File: src/rtl/hash_table_requester.sv
// Initiator front end for the chained hash table: one command in flight, op held on the
// table port until DONE or watchdog expiry, result returned on a valid/ready response stream.
module hash_table_requester #(
  parameter int KEY_WIDTH      = 32,
  parameter int VALUE_WIDTH    = 64,
  parameter int TIMEOUT_CYCLES = 1024,
  parameter int CNT_WIDTH      = 32
) (
  input  logic                   clk,
  input  logic                   rst,
  input  logic                   cmd_valid,
  output logic                   cmd_ready,
  input  logic [1:0]             cmd_op,
  input  logic [KEY_WIDTH-1:0]   cmd_key,
  input  logic [VALUE_WIDTH-1:0] cmd_value,
  output logic                   rsp_valid,
  input  logic                   rsp_ready,
  output logic [1:0]             rsp_op,
  output logic [KEY_WIDTH-1:0]   rsp_key,
  output logic [VALUE_WIDTH-1:0] rsp_value,
  output logic                   rsp_success,
  output logic                   rsp_timeout,
  output logic [1:0]             ht_op,
  output logic [KEY_WIDTH-1:0]   ht_key,
  output logic [VALUE_WIDTH-1:0] ht_value,
  input  logic [VALUE_WIDTH-1:0] ht_value_out,
  input  logic                   ht_success,
  input  logic [1:0]             ht_state,
  output logic [CNT_WIDTH-1:0]   stat_ops,
  output logic [CNT_WIDTH-1:0]   stat_success,
  output logic [CNT_WIDTH-1:0]   stat_timeouts
);
  localparam logic [1:0] OP_NOOP = 2'd0;
  localparam logic [1:0] HT_IDLE = 2'd0;
  localparam logic [1:0] HT_DONE = 2'd3;
  localparam int         WD_W    = $clog2(TIMEOUT_CYCLES + 1);
  localparam logic [WD_W-1:0] WD_LIMIT = WD_W'(TIMEOUT_CYCLES);

  typedef enum logic [1:0] {R_IDLE, R_ISSUE, R_WAIT, R_RESP} state_e;

  state_e                 state_q, state_d;
  logic                   cmd_ready_q, cmd_ready_d;
  logic                   rsp_valid_q, rsp_valid_d;
  logic [1:0]             rsp_op_q, rsp_op_d;
  logic [KEY_WIDTH-1:0]   rsp_key_q, rsp_key_d;
  logic [VALUE_WIDTH-1:0] rsp_value_q, rsp_value_d;
  logic                   rsp_success_q, rsp_success_d;
  logic                   rsp_timeout_q, rsp_timeout_d;
  logic [1:0]             ht_op_q, ht_op_d;
  logic [KEY_WIDTH-1:0]   ht_key_q, ht_key_d;
  logic [VALUE_WIDTH-1:0] ht_value_q, ht_value_d;
  logic [WD_W-1:0]        wdog_q, wdog_d;
  logic [CNT_WIDTH-1:0]   stat_ops_q, stat_ops_d;
  logic [CNT_WIDTH-1:0]   stat_success_q, stat_success_d;
  logic [CNT_WIDTH-1:0]   stat_timeouts_q, stat_timeouts_d;
  logic                   wd_expire;
  logic                   ht_done;

  // wdog_q holds cycles already spent; this cycle is the (wdog_q+1)-th
  assign wd_expire = (wdog_q + 1'b1) == WD_LIMIT;
  assign ht_done   = (state_q == R_WAIT) && (ht_state == HT_DONE);

  always_comb begin
    state_d         = state_q;
    cmd_ready_d     = cmd_ready_q;
    rsp_valid_d     = rsp_valid_q;
    rsp_op_d        = rsp_op_q;
    rsp_key_d       = rsp_key_q;
    rsp_value_d     = rsp_value_q;
    rsp_success_d   = rsp_success_q;
    rsp_timeout_d   = rsp_timeout_q;
    ht_op_d         = ht_op_q;
    ht_key_d        = ht_key_q;
    ht_value_d      = ht_value_q;
    wdog_d          = wdog_q;
    stat_ops_d      = stat_ops_q;
    stat_success_d  = stat_success_q;
    stat_timeouts_d = stat_timeouts_q;
    unique case (state_q)
      R_IDLE: begin
        cmd_ready_d = 1'b1;
        if (cmd_valid && cmd_ready_q) begin
          ht_op_d     = cmd_op;
          ht_key_d    = cmd_key;
          ht_value_d  = cmd_value;
          rsp_op_d    = cmd_op;
          rsp_key_d   = cmd_key;
          wdog_d      = '0;
          cmd_ready_d = 1'b0;
          if (cmd_op == OP_NOOP) begin
            // NOOP never reaches the table and is not counted
            rsp_value_d   = '0;
            rsp_success_d = 1'b0;
            rsp_timeout_d = 1'b0;
            rsp_valid_d   = 1'b1;
            state_d       = R_RESP;
          end else begin
            state_d = R_ISSUE;
          end
        end
      end
      R_ISSUE, R_WAIT: begin
        wdog_d = wdog_q + 1'b1;
        if (ht_done) begin
          rsp_value_d    = ht_value_out;
          rsp_success_d  = ht_success;
          rsp_timeout_d  = 1'b0;
          rsp_valid_d    = 1'b1;
          ht_op_d        = OP_NOOP;
          stat_ops_d     = stat_ops_q + 1'b1;
          stat_success_d = stat_success_q + CNT_WIDTH'(ht_success);
          state_d        = R_RESP;
        end else if (wd_expire) begin
          rsp_value_d     = '0;
          rsp_success_d   = 1'b0;
          rsp_timeout_d   = 1'b1;
          rsp_valid_d     = 1'b1;
          ht_op_d         = OP_NOOP;
          stat_ops_d      = stat_ops_q + 1'b1;
          stat_timeouts_d = stat_timeouts_q + 1'b1;
          state_d         = R_RESP;
        end else if (state_q == R_ISSUE && ht_state == HT_IDLE) begin
          // table samples the held op on this edge; a DONE seen before this is stale
          state_d = R_WAIT;
        end
      end
      R_RESP: begin
        if (rsp_ready) begin
          rsp_valid_d   = 1'b0;
          rsp_timeout_d = 1'b0;
          cmd_ready_d   = 1'b1;
          state_d       = R_IDLE;
        end
      end
      default: state_d = R_IDLE;
    endcase
  end

  always_ff @(posedge clk) begin
    if (rst) begin
      state_q         <= R_IDLE;
      cmd_ready_q     <= 1'b0;
      rsp_valid_q     <= 1'b0;
      rsp_op_q        <= OP_NOOP;
      rsp_key_q       <= '0;
      rsp_value_q     <= '0;
      rsp_success_q   <= 1'b0;
      rsp_timeout_q   <= 1'b0;
      ht_op_q         <= OP_NOOP;
      ht_key_q        <= '0;
      ht_value_q      <= '0;
      wdog_q          <= '0;
      stat_ops_q      <= '0;
      stat_success_q  <= '0;
      stat_timeouts_q <= '0;
    end else begin
      state_q         <= state_d;
      cmd_ready_q     <= cmd_ready_d;
      rsp_valid_q     <= rsp_valid_d;
      rsp_op_q        <= rsp_op_d;
      rsp_key_q       <= rsp_key_d;
      rsp_value_q     <= rsp_value_d;
      rsp_success_q   <= rsp_success_d;
      rsp_timeout_q   <= rsp_timeout_d;
      ht_op_q         <= ht_op_d;
      ht_key_q        <= ht_key_d;
      ht_value_q      <= ht_value_d;
      wdog_q          <= wdog_d;
      stat_ops_q      <= stat_ops_d;
      stat_success_q  <= stat_success_d;
      stat_timeouts_q <= stat_timeouts_d;
    end
  end

  assign cmd_ready     = cmd_ready_q;
  assign rsp_valid     = rsp_valid_q;
  assign rsp_op        = rsp_op_q;
  assign rsp_key       = rsp_key_q;
  assign rsp_value     = rsp_value_q;
  assign rsp_success   = rsp_success_q;
  assign rsp_timeout   = rsp_timeout_q;
  assign ht_op         = ht_op_q;
  assign ht_key        = ht_key_q;
  assign ht_value      = ht_value_q;
  assign stat_ops      = stat_ops_q;
  assign stat_success  = stat_success_q;
  assign stat_timeouts = stat_timeouts_q;
endmodule

File: config.mk
export PLATFORM = sky130hd
export DESIGN_NAME = hash_table_requester
export DESIGN_NICKNAME = d
export VERILOG_FILES = /design/src/rtl/hash_table_requester.sv
export SDC_FILE = /design/constraint.sdc
export NUM_CORES = 1
export LEC_CHECK = 0
export ABC_CLOCK_PERIOD_IN_PS = 5660
export BUFFER_PORTS_ARGS = -buffer_cell sky130_fd_sc_hd__buf_4
export CELL_PAD_IN_SITES_DETAIL_PLACEMENT = 1
export CELL_PAD_IN_SITES_GLOBAL_PLACEMENT = 2
export CORE_UTILIZATION = 29
export CTS_CLUSTER_DIAMETER = 120
export DETAILED_ROUTE_END_ITERATION = 16
export PLACE_DENSITY = 0.8
export SLEW_MARGIN = 20
export SYNTH_ARGS = -nofsm -noshare
export SYNTH_HDL_FRONTEND = slang
export SYNTH_SLANG_ARGS = --single-unit
File: constraint.sdc
create_clock -name clk -period 5.66 [get_ports clk]
set_clock_uncertainty 0.2 [all_clocks]
set_input_delay 0.283 -clock clk [delete_from_list [all_inputs] [get_ports clk]]
set_output_delay 0.283 -clock clk [all_outputs]
set_load 0.01 [all_outputs]
==> run metrics <==
initial antenna violation count 3; Vias 12.7k; final net count 2218; RD Place Congestion 0.797; Synth async-reset ratio 0; FF-to-FF setup slack 1.62 ns; Pre-antenna DRT Iters 4; Seq cells post-synth 277; total power 5.56 mW; Final setup viols 0; GRT overflow 0; sequential area share after synthesis 0.449; final count of pins violating max slew 0; vias per inst 4.88; Routed wire per std cell 17.3 um; most frequent cells in the layout buf_4, nand2_1, dfxtp_1; Unique masters post-synth 60; commonest non-fill, non-tap cell in the layout buf_4; RSZ-0062 raised after global routing no; actual slew at the worst max-slew pin 1.08 ns; CTS HTree Levels 2; first-pass GRT wire length 70700 um; DRC viols 0; Max FO, Critical Path 26; Die Y 208 um; Worst setup SP type register; die width 208 um; Synth Instances 1503; GRT Overall Usage 0.200; Critical Path Start state_q[1]; Buf/Inv on CP 1; largest net degree at the start of global routing 101; Port-buffer cells 464; io pins 465; max incr delay on CP 0.87 ns; PD cells 298 nW/um2; syn_nets 1683; slowest cell on the critical path ha_1; number of CTS-inserted buffers 36; Slew Limit Headroom 0.280; CP Cell Sequence inv_1 -> ha_1 -> nand3_1 -> nor4_1 -> o2111ai_1 -> nor3_1 -> mux2_2; CTS tree yes; VDD IR max 0.000174 V; hold path start rsp_ready; DP HPWL 29200 um; Main synth FF type dfxtp_1; Tightest Hold Check Type in2reg; CP Class reg2reg; crit path time final 4.04 ns; worst r2r src state_q[1]; setup TNS 0 ns; num rows 75; Final period util 0.713; Static Leakage 7.60 nW; worst path required time 5.87 ns; clock sinks 277; Clock Latency Late Sink 0.54 ns; maximum clock insertion buffer count 3; outcome complete, no violations; critical path endpoint category register; Die ar. 43400 um2; Post-CTS Setup Bufs 0; EDFF count, synth 0; initial DRC count 576; core area 41900 um2; ratio of cells with drive above 1 in the final layout 0.262; final hold violation count 0; CP Data Arrival Time 4.25 ns; Layout area overhead 51.2%; number of antenna-violating nets in the routed design 0; YS warnings 0; Root Buffer clkbuf_16; Max-cap violations 0; synthesized area per cell 8.21 um2; Cell Area, Synth 12300 um2; Starting Density 0.294; clock-pin slew on the worst setup and hold paths 0.06 ns; fmax 0.248 GHz; vias in the first global route 13.0k; Routed WL 45000 um; Worst path top cell family by delay simple AND/OR/NAND/NOR gates
## tightest hold or removal path: stages
cell      delay, ns
buf_4          0.08
nand2b_1       0.12
o21a_1         0.13
o22ai_1        0.07
nor2_1         0.07
## logic make-up (layout without fill, tap and decap cells)
group,after synthesis,count (layout),synth area share
other,0,2,0
buffers and inverters,159,716,0.0617
XOR/XNOR,27,27,0.0192
AO/OA/AOI/OAI,237,237,0.109
flip-flops,277,277,0.449
adder cells (fa/ha/maj),11,11,0.0112
AND/OR/NAND/NOR,689,689,0.262
multiplexers,103,103,0.0870
## routing by layer
metal / track usage / wire length [um] / up-vias
met5: 0 / 13 / -
met4: 0.0922 / 1770 / 2
met2: 0.346 / 22200 / 315
met3: 0.0409 / 2120 / 100
met1: 0.237 / 18900 / 6096
li1: - / - / 6188
## final cells by class
type	count	area, um2
flip-flops and latches	277	5550
multi-input cells	1067	6060
well taps	539	674
diodes	2	5.00
clock buffers	56	1070
fillers	4991	23300
inverters	20	77.6
clock inverters	4	27.5
repair buffers	636	5200
## repair_timing
| item | 4_1_cts | 5_1_grt |
|---|---|---|
| gates resized for setup | 0 | 0 |
| hold endpoints to repair | 167 | 0 |
| hold buffers | 163 | 0 |
## path summary, 6_finish.rpt
path                       endpoint  cells past startpoint
setup / recovery  stat_timeouts[31]                      7
hold reg to reg        ht_value[46]                      2
hold / removal            cmd_ready                      5
setup reg to reg  stat_timeouts[31]                      7
## Yosys cell counts (all sizes together) (2+ instances only)
cell,instances,area share
nand2,322,0.098
dfxtp,277,0.45
a21oi,168,0.068
nand3,105,0.043
nor2,87,0.026
clkbuf,84,0.026
mux2i,69,0.056
buf,55,0.030
mux2,34,0.031
nor2b,32,0.016
nand4,29,0.016
and3,21,0.011
inv,19,0.0058
o21ai,19,0.0077
or4,19,0.012
or3,16,0.0081
and4,14,0.010
nor3,14,0.0057
o31ai,14,0.0085
xor2,14,0.0099
xnor2,13,0.0092
ha,11,0.011
and2,10,0.0051
o211ai,6,0.0037
or2,6,0.0032
nor4,5,0.0030
a211oi,4,0.0028
a21boi,4,0.0024
a21o,3,0.0018
nand2b,3,0.0015
nand3b,3,0.0018
o41ai,3,0.0021
a21bo,2,0.0016
o2111ai,2,0.0019
o21a,2,0.0012
o221a,2,0.0018
o311ai,2,0.0014
## registers in the layout, indices dropped and copies added, names as in the netlist
register	count
stat_ops	32
cmd_ready	1
rsp_success	1
rsp_op	2
stat_success	32
rsp_timeout	1
rsp_valid	1
ht_key	32
rsp_value	64
wdog_q	11
stat_timeouts	32
ht_value	64
ht_op	2
state_q	2
## report_power, final
part / internal [mW] / switching (mW)
Clock: 1.29 / 0.882
Sequential: 2.07 / 0.0838
Combinational: 0.548 / 0.691
Total: 3.90 / 1.66
## stage by stage
| step | util | setup slack [ns] | std cells | hold slack, ns | cell area (um2) |
|---|---|---|---|---|---|
| finish | 0.445 | 1.62 | 2601 | 0.0452 | 18700 |
| global route | 0.445 | 1.29 | 2601 | 0.0785 | 18700 |
| CTS | 0.445 | 1.60 | 2599 | 0.0155 | 18700 |
| detailed placement | 0.380 | 1.64 | 2376 | 0.247 | 15900 |
| global placement | 0.380 | 1.87 | 2376 | 0.240 | 15900 |
| floorplan | - | 2.95 | 1503 | 0.219 | 12300 |
No activity file was read; power rests on OpenSTA's default activity.
